**src/rtl/iir_decimator_if.sv**
```systemverilog
// Sample-in / window-average-out handshake bundle for iir_decimator.
// The master side feeds samples and consumes averages; the slave side is the decimator.
interface iir_decimator_if #(
  parameter int DW    = 12,
  parameter int DEPTH = 4
);
  logic                     in_valid;
  logic [DW-1:0]            in_data;
  logic                     flush;
  logic                     out_valid;
  logic                     out_ready;
  logic [DW-1:0]            out_data;
  logic                     ovf;
  logic                     ovf_clr;
  logic [$clog2(DEPTH):0]   level;

  modport master (
    output in_valid, in_data, flush, out_ready, ovf_clr,
    input  out_valid, out_data, ovf, level
  );

  modport slave (
    input  in_valid, in_data, flush, out_ready, ovf_clr,
    output out_valid, out_data, ovf, level
  );
endinterface

```
**src/rtl/iir_decimator.sv**
```systemverilog
// Boxcar decimate-by-2**LOG2N of unsigned IIR samples, results queued in a DEPTH-entry
// first-word-fall-through FIFO with a sticky overflow flag for dropped results.
module iir_decimator #(
  parameter int DW    = 12,
  parameter int LOG2N = 2,
  parameter int DEPTH = 4
) (
  input  logic            clk,
  input  logic            rst,
  iir_decimator_if.slave  bus
);
  localparam int SW = DW + LOG2N;
  localparam int AW = $clog2(DEPTH);
  localparam int LW = AW + 1;

  typedef enum logic [1:0] {
    S_IDLE = 2'd0,
    S_ACC  = 2'd1,
    S_PUSH = 2'd2
  } state_t;

  state_t            state_q, state_d;
  logic [SW-1:0]     acc_q, acc_d, sum_s;
  logic [LOG2N-1:0]  cnt_q, cnt_d;
  logic [DW-1:0]     res_q, res_d;

  logic [DW-1:0]     mem_q [DEPTH];
  logic [AW-1:0]     wr_ptr_q, rd_ptr_q, rd_ptr_d;
  logic [LW-1:0]     level_q, level_d;
  logic [DW-1:0]     out_data_q, out_data_d;
  logic              out_valid_q;
  logic              ovf_q, ovf_d;
  logic              pop_s, push_s, drop_s;

  assign sum_s = acc_q + SW'(bus.in_data);

  // Window FSM state and accumulator registers.
  always_ff @(posedge clk or negedge rst) begin
    if (!rst) begin
      state_q <= S_IDLE;
      acc_q   <= '0;
      cnt_q   <= '0;
      res_q   <= '0;
    end else begin
      state_q <= state_d;
      acc_q   <= acc_d;
      cnt_q   <= cnt_d;
      res_q   <= res_d;
    end
  end

  // Window FSM next state; flush wins over a same-cycle sample, a pending push still lands.
  always_comb begin
    state_d = state_q;
    acc_d   = acc_q;
    cnt_d   = cnt_q;
    res_d   = res_q;
    if (bus.flush) begin
      state_d = S_IDLE;
      acc_d   = '0;
      cnt_d   = '0;
    end else begin
      case (state_q)
        S_IDLE: begin
          if (bus.in_valid) begin
            acc_d   = SW'(bus.in_data);
            cnt_d   = LOG2N'(1'b1);
            state_d = S_ACC;
          end else begin
            state_d = S_IDLE;
          end
        end
        S_ACC: begin
          if (bus.in_valid && (&cnt_q)) begin
            res_d   = DW'(sum_s >> LOG2N);
            state_d = S_PUSH;
          end else if (bus.in_valid) begin
            acc_d = sum_s;
            cnt_d = cnt_q + LOG2N'(1'b1);
          end else begin
            state_d = S_ACC;
          end
        end
        S_PUSH: begin
          if (bus.in_valid) begin
            acc_d   = SW'(bus.in_data);
            cnt_d   = LOG2N'(1'b1);
            state_d = S_ACC;
          end else begin
            acc_d   = '0;
            cnt_d   = '0;
            state_d = S_IDLE;
          end
        end
        default: begin
          acc_d   = '0;
          cnt_d   = '0;
          state_d = S_IDLE;
        end
      endcase
    end
  end

  assign pop_s  = out_valid_q & bus.out_ready;
  assign push_s = (state_q == S_PUSH) && ((level_q != LW'(DEPTH)) || pop_s);
  assign drop_s = (state_q == S_PUSH) && !push_s;

  // FIFO occupancy, read pointer and the registered head seen on out_data.
  always_comb begin
    case ({push_s, pop_s})
      2'b10:   level_d = level_q + LW'(1'b1);
      2'b01:   level_d = level_q - LW'(1'b1);
      default: level_d = level_q;
    endcase
    rd_ptr_d = pop_s ? (rd_ptr_q + AW'(1'b1)) : rd_ptr_q;
    // The new head is the incoming result when the FIFO is (or becomes) empty before the push.
    if (level_d == '0) begin
      out_data_d = out_data_q;
    end else if (push_s && (level_q == LW'(pop_s))) begin
      out_data_d = res_q;
    end else begin
      out_data_d = mem_q[rd_ptr_d];
    end
    if (drop_s) begin
      ovf_d = 1'b1;
    end else if (bus.ovf_clr) begin
      ovf_d = 1'b0;
    end else begin
      ovf_d = ovf_q;
    end
  end

  // FIFO storage, pointers and registered outputs.
  always_ff @(posedge clk or negedge rst) begin
    if (!rst) begin
      for (int i = 0; i < DEPTH; i++) begin
        mem_q[i] <= '0;
      end
      wr_ptr_q    <= '0;
      rd_ptr_q    <= '0;
      level_q     <= '0;
      out_data_q  <= '0;
      out_valid_q <= 1'b0;
      ovf_q       <= 1'b0;
    end else begin
      if (push_s) begin
        mem_q[wr_ptr_q] <= res_q;
        wr_ptr_q        <= wr_ptr_q + AW'(1'b1);
      end
      rd_ptr_q    <= rd_ptr_d;
      level_q     <= level_d;
      out_data_q  <= out_data_d;
      out_valid_q <= (level_d != '0);
      ovf_q       <= ovf_d;
    end
  end

  assign bus.out_valid = out_valid_q;
  assign bus.out_data  = out_data_q;
  assign bus.ovf       = ovf_q;
  assign bus.level     = level_q;
endmodule

```
**src/flat_wrapper.sv**
```systemverilog
// flat-port wrapper written by rule: the top's interface ports become plain ports
module iir_decimator_flat 
#(
  parameter int DW    = 12,
  parameter int LOG2N = 2,
  parameter int DEPTH = 4
)
  (clk, rst, bus_in_valid, bus_in_data, bus_flush, bus_out_ready, bus_ovf_clr, bus_out_valid, bus_out_data, bus_ovf, bus_level);
  iir_decimator_if #(.DW(DW), .DEPTH(DEPTH)) bus_i ();
  input  logic clk;
  input  logic rst;
  input wire logic [$bits(bus_i.in_valid)-1:0] bus_in_valid;
  input wire logic [$bits(bus_i.in_data)-1:0] bus_in_data;
  input wire logic [$bits(bus_i.flush)-1:0] bus_flush;
  input wire logic [$bits(bus_i.out_ready)-1:0] bus_out_ready;
  input wire logic [$bits(bus_i.ovf_clr)-1:0] bus_ovf_clr;
  output wire logic [$bits(bus_i.out_valid)-1:0] bus_out_valid;
  output wire logic [$bits(bus_i.out_data)-1:0] bus_out_data;
  output wire logic [$bits(bus_i.ovf)-1:0] bus_ovf;
  output wire logic [$bits(bus_i.level)-1:0] bus_level;
  assign bus_i.in_valid = bus_in_valid;
  assign bus_i.in_data = bus_in_data;
  assign bus_i.flush = bus_flush;
  assign bus_i.out_ready = bus_out_ready;
  assign bus_i.ovf_clr = bus_ovf_clr;
  assign bus_out_valid = bus_i.out_valid;
  assign bus_out_data = bus_i.out_data;
  assign bus_ovf = bus_i.ovf;
  assign bus_level = bus_i.level;
  iir_decimator #(.DW(DW), .LOG2N(LOG2N), .DEPTH(DEPTH)) u_core (.clk(clk), .rst(rst), .bus(bus_i));
endmodule
```
**config.mk**
```make
export PLATFORM = sky130hd
export DESIGN_NAME = iir_decimator_flat
export DESIGN_NICKNAME = d
export VERILOG_FILES = /design/src/rtl/iir_decimator_if.sv /design/src/rtl/iir_decimator.sv /design/src/flat_wrapper.sv
export SDC_FILE = /design/constraint.sdc
export NUM_CORES = 1
export LEC_CHECK = 0
export CAP_MARGIN = 20
export CELL_PAD_IN_SITES_DETAIL_PLACEMENT = 1
export CELL_PAD_IN_SITES_GLOBAL_PLACEMENT = 1
export CORE_MARGIN = 1.5
export CORE_UTILIZATION = 45
export DETAILED_ROUTE_END_ITERATION = 8
export PLACE_DENSITY = 0.79
export SETUP_SLACK_MARGIN = 0.4
export SYNTH_ARGS = -nofsm -noshare
export SYNTH_HDL_FRONTEND = slang
export SYNTH_SLANG_ARGS = --single-unit
```
**constraint.sdc**
```tcl
create_clock -name clk -period 3.3 [get_ports clk]
set_clock_uncertainty 0.2 [all_clocks]
set_input_delay 0.825 -clock clk [delete_from_list [all_inputs] [get_ports clk]]
set_output_delay 0.825 -clock clk [all_outputs]
set_load 0.03 [all_outputs]
```
==> After elaboration in Yosys (flattened, before gate mapping) <==
Cells that the tools add are included.
{ "word_totals": {"in_bits": 18, "register_bits": 99} }
{ "classes": {"magnitude_cmp": 3, "n_addsub": 6, "mux": 27, "eq_ne": 10, "n_bitwise": 4, "n_reduce_logical": 15} }
{ "ops": {"columns": ["operator", "n"], "rows": [
  ["$mux 12", 5],
  ["$mux 14", 4],
  ["$bwmux 48", 1],
  ["$pmux 14 s3", 1],
  ["$bmux 12 s2", 1],
  ["$demux 12 s2", 1],
  ["$mux 2", 8],
  ["$add 14x12->14", 1],
  ["$ne 3x3->1 const B", 4],
  ["$add 2x1->2 const B", 3],
  ["$ge 3x3->1 const B", 2],
  ["$not 2->3", 2],
  ["$pmux 2 s3", 1],
  ["$pmux 3 s2", 1],
  ["$reduce_and 3->1", 2],
  ["$logic_and 1x1->1", 5],
  ["$eq 2x1->1 const B", 2],
  ["$eq 2x2->1 const B", 2],
  ["$ne 4x3->1 const B", 1],
  ["$pmux 2 s2", 1],
  ["$add 3x1->3 const B", 1],
  ["$eq 3x1->1", 1],
  ["$logic_not 3->1", 1],
  ["$lt 3x1->1 const B", 1],
  ["other kinds (11)", 13]
]} }

==> Depth between registers and ports, before layout <==
{ "depth": {"depth_word": 7, "ltp_mapped": 15, "mapped_depth_nobuf": 12} }

==> Worst setup path after synthesis <==
No wires, ideal clock.
{ "synth_timing": {"path_type": "input-to-reg", "from": "in bus_out_ready", "to": "reg u_core.out_data_q[10], in the netlist u_core.bus.out_data[10]", "t_required_ns": 2.976, "stages": 14, "path_buffers": 2, "path_slack_ns": 0.112, "t_arrival_ns": 2.864, "cell_sequence": "nand2_2 -> a31oi_4 -> inv_1 -> ha_1 -> inv_1 -> fa_1 -> xor2_1 -> nor2_1 -> xor2_1 -> or3_1 -> buf_6 -> buf_6 -> nor2_1 -> a21oi_1"} }
{ "synth_via": {"word_cells_on_any_way": 15, "classes_between": "eq/ne: 3; mux: 6; bitwise: 2; reduce/logical: 4"} }
{ "synth_rtl": {"columns": ["element", "line", "text"], "rows": [
  ["start: declaration", "flat_wrapper.sv:15", "input wire logic [$bits(bus_i.out_ready)-1:0] bus_out_ready;"],
  ["$and 1x1->1 (*)", "iir_decimator.sv:104", "assign pop_s = out_valid_q & bus.out_ready;"],
  ["$logic_or 1x1->1", "iir_decimator.sv:105", "assign push_s = (state_q == S_PUSH) && ((level_q != LW'(DEPTH)) || pop_s);"],
  ["$logic_and 1x1->1", "iir_decimator.sv:105", null],
  ["$eq 2x1->1 or $eq 2x2->1 (tied branches)", "iir_decimator.sv:110", "case ({push_s, pop_s})"],
  ["$pmux 3 s2 (*)", "iir_decimator.sv:110", null],
  ["net u_core.level_d[2]", "iir_decimator.sv:29", "logic [LW-1:0] level_q, level_d;"],
  ["$logic_not 3->1 (*)", "iir_decimator.sv:117", "if (level_d == '0) begin"],
  ["end signal: assignment", "iir_decimator.sv:152", "out_data_q <= out_data_d;"],
  ["end: declaration", "iir_decimator.sv:30", "logic [DW-1:0] out_data_q, out_data_d;"]
]} }
The timed path passes the listed nets; every way through them passes the cells marked *. The select of a mux whose other input is x is not followed.
A chain may end at the register's enable or synchronous reset.

==> Final worst setup path <==
{ "layout_timing": {"from": "in bus_in_data[1]", "to": "reg u_core.acc_q[10]"} }
{ "layout_via": {"elab_chain_len": 5} }
{ "layout_rtl": {"columns": ["element", "line", "text"], "rows": [
  ["start: declaration", "flat_wrapper.sv:13", "input wire logic [$bits(bus_i.in_data)-1:0] bus_in_data;"],
  ["$add 14x12->14", "iir_decimator.sv:35", "assign sum_s = acc_q + SW'(bus.in_data);"],
  ["$mux 14", "iir_decimator.sv:77", "end else if (bus.in_valid) begin"],
  ["$mux 14", "iir_decimator.sv:74", "if (bus.in_valid && (&cnt_q)) begin"],
  ["$pmux 14 s3", "iir_decimator.sv:63", "case (state_q)"],
  ["$mux 14", "iir_decimator.sv:58", "if (bus.flush) begin"],
  ["end signal: assignment", "iir_decimator.sv:41", "acc_q <= '0;"],
  ["end signal: assignment", "iir_decimator.sv:46", "acc_q <= acc_d;"],
  ["end: declaration", "iir_decimator.sv:23", "logic [SW-1:0] acc_q, acc_d, sum_s;"]
]} }
No other way between the ends. The select of a mux whose other input is x is not followed.

==> impl_metrics.toml <==
[finish]
final_util = 0.5381
nets = 561
drive_above_1_share = 0.2197
stdcell_count = 671
area_delta_synth_final_pct = 17.32
diodes = 0
n_fill_cell = 1242

[status]
status = "completed"

[place]
place_inst = 654
pre_cts_slack_ns = -0.3286
hpwl_mm = 8.622
gp_congestion = 0.7997
port_buffers = 34

[synthesis]
synthesis.nets = 520
synth_mux_area_frac = 0.1324
synth_largest_area_cell = "dfrtp_1"
synth_area_sq_um = 5215
ys_seq_area_frac = 0.4750
synthFlopType = "dfrtp_1"
synth_compound_area_frac = 0.1675
yosys_warnings = 0
yosys.area.top_type_share = 0.4750
ys_seq_elements = 99
synthCells = 482
synth.distinct_cells = 49
synthAdderAreaFrac = 0.05086
yosys-top-cells-area = "dfrtp_1, mux2_2, ha_1"
yosys.area_share.simple = 0.1044
postSynthAreaPerCell_sq_um = 10.82
synthTopCellsByCount = "dfrtp_1, mux2_2, a21oi_1, nor2_1, nand2_1"
synthArstFlopShare = 1.000
synth_most_common_cell = "dfrtp_1"
synth-edff-count = 0
synth_top_family_by_area = "compound AO/OA/AOI/OAI gates"
yosys.area_share.xor_xnor = 0.02519

[worst_setup_path]
critPathCapture = "u_core.acc_q[10]$_DFFE_PN0P_"
cp_max_fo = 3
worstSetupStartpoint = "bus_in_data[1]"
critical_path_arrival_ns = 2.83
reg2reg_slack_ns = 0.53
r2r-start = "u_core.bus.level[1]$_DFF_PN0_"
ff2ff_path_depth = 13
cp.required_ns = 3.33
end_kind = "flop"
r2r-end = "u_core.bus.out_data[7]$_DFFE_PN0P_"
startpoint_type = "input pin"
worstSetupPathType = "input pin to flop"

[drt]
drtIter0Drc = 128
routed_wl_mm = 12.26
vias = 3806
vias_per_cell = 5.672
wl_per_cell_um = 18.26
first_pass_iters = 4
drc = 0
final_antenna_net_count = 0

[sta]
worst_pin_slew_ns = 0.6244
period_share = 0.8478
rsz0062_at_grt = "no"
period_minus_slack_ns = 2.798
hold_viol = 0
slew_headroom = 0.5837
fmax_mhz = 357.4
slew_viol_final = 0
hold_slack_ns = 0.2804
timing.final.ws_setup_ns = 0.5022
setup_viol = 0
fin_setup_tns_ns = 0

[die]
die-height_um = 110.7
initial_core_util = 0.4587
ios = 35
die_area_sq_um = 12240
rows = 39
coreArea_sq_um = 11370
dieWidth_um = 110.7

[global_route]
gr-total-overflow = 0
grt_pass1_wl_mm = 20.84
antenna_found_initial = 0
gr-usage-all-layers = 0.2136
grt_pass1_vias = 4093
grt_max_degree = 54

[power_and_ir_drop]
ir_worst_vdd_mv = 0.5448
power.density_nw_per_um2 = 675.1
p_leak_nw = 2.793

[worst_hold_path]
hp-class = "input pin to async pin"

[clocking]
clock_latency_ns = 0.35
cts-buffers-inserted = 9
path_clk_slew_ns = 0.07
cts-root-buf = "clkbuf_16"
cts_max_path_buffers = 2
clock_sinks = 99
tritoncts = "done"
cts-htree-levels = 3

[job]
drv_cap = 0
## per-stage QoR
step	instance area (sq um)	total power, W
6_report	6118	0.004130
5_1_grt	6118	0.004384
4_1_cts	6066	0.004122
3_5_place_dp	5757	0.003050
3_3_place_gp	5757	0.002974
2_1_floorplan	5241	0.002582
## layout by cell type (no fill, tap or decap), types with 3 or more instances in the layout
cell type | synthesis | layout
a211oi_1 | 12 | 12
o22a_1 | 11 | 11
a21oi_2 | 0 | 3
nand2_1 | 33 | 33
clkdlybuf4s50_1 | 0 | 31
nor2_2 | 0 | 3
dfrtp_1 | 99 | 98
nand2b_1 | 5 | 5
o21ai_0 | 32 | 31
clkbuf_16 | 0 | 9
clkinv_2 | 0 | 3
inv_2 | 1 | 3
inv_1 | 16 | 14
nand3_1 | 10 | 10
nand2_2 | 5 | 4
buf_12 | 0 | 3
o22ai_1 | 5 | 5
mux2i_1 | 15 | 15
clkbuf_8 | 0 | 3
ha_1 | 18 | 16
o221ai_1 | 11 | 11
or3_1 | 5 | 4
nor2_1 | 36 | 32
mux2_2 | 48 | 48
buf_4 | 3 | 18
a22oi_1 | 10 | 10
a21oi_1 | 39 | 35
xor2_1 | 7 | 7
xnor2_1 | 8 | 7
## worst min-delay path by stage
| stage | start | to | slack, ns | depth (start not counted) |
|---|---|---|---|---|
| 2_1_floorplan | u_core.acc_q[0]$_DFFE_PN0P_ | u_core.acc_q[0]$_DFFE_PN0P_ | 0.25 | 2 |
| 3_3_place_gp | u_core.acc_q[0]$_DFFE_PN0P_ | u_core.acc_q[0]$_DFFE_PN0P_ | 0.27 | 2 |
| 3_5_place_dp | u_core.acc_q[0]$_DFFE_PN0P_ | u_core.acc_q[0]$_DFFE_PN0P_ | 0.29 | 2 |
| 4_1_cts | u_core.acc_q[0]$_DFFE_PN0P_ | u_core.acc_q[0]$_DFFE_PN0P_ | 0.30 | 2 |
| 5_1_grt | u_core.mem_q[31]$_DFFE_PN0P_ | u_core.mem_q[31]$_DFFE_PN0P_ | 0.32 | 1 |
| 6_report | rst | u_core.bus.out_data[0]$_DFFE_PN0P_ | 0.28 | 1 |
## kinds of logic after synthesis
logic type | count (synthesis)
multiplexers | 63
XOR/XNOR | 15
flip-flops | 99
AND/OR/NAND/NOR | 110
adder cells (fa/ha/maj) | 20
AO/OA/AOI/OAI | 134
buffers and inverters | 41
## registers in the layout, indices dropped and copies added (netlist names), 2 cells and up
signal and flops:
u_core.acc_q 14, u_core.bus.level 3, u_core.bus.out_data 12, u_core.cnt_q 2
u_core.mem_q 48, u_core.rd_ptr_q 2, u_core.res_q 12, u_core.state_q 2
u_core.wr_ptr_q 2
## area by class of cell
type	count	area (sq um)	area share
sequential	99	2479	0.4051
tap	143	178.9	0.02924
inverter	17	63.81	0.01043
clock buffer	12	266.5	0.04356
timing repair buffer	54	523.0	0.08548
multi-input combinational	342	2584	0.4223
clock inverter	4	23.77	0.003885
## worst max-delay path, cell delays in order
cell	delay [ns]
clkdlybuf4s50_1	0.48
fa_2	0.45
a21oi_4	0.19
o211ai_1	0.13
a21oi_2	0.23
xnor2_2	0.10
a222oi_1	0.36
inv_1	0.08
## what timing repair did
action / 4_1_cts / 5_1_grt
hold buffers: 0 / 0
pin swaps: 3 / 8
gates resized for setup: 8 / 16
buffers inserted: 0 / 1
endpoints found under the setup margin: 19 / 21
## layer usage
metal | wire length (um) | track usage | up-vias
met1 | 5689 | 0.2790 | 1892
met3 | 383 | 0.03827 | 16
met4 | 212 | 0.07436 | 0
met5 | 0 | 0 | -
li1 | - | - | 1832
met2 | 5969 | 0.3584 | 66
## power by group
part	internal, W	leakage [nW]	switching (W)
combinational	0.000697	1.32	0.000901
clock	0.000571	0.148	0.000464
sequential	0.00136	1.33	0.000136
(Power assumes the default switching activity.)
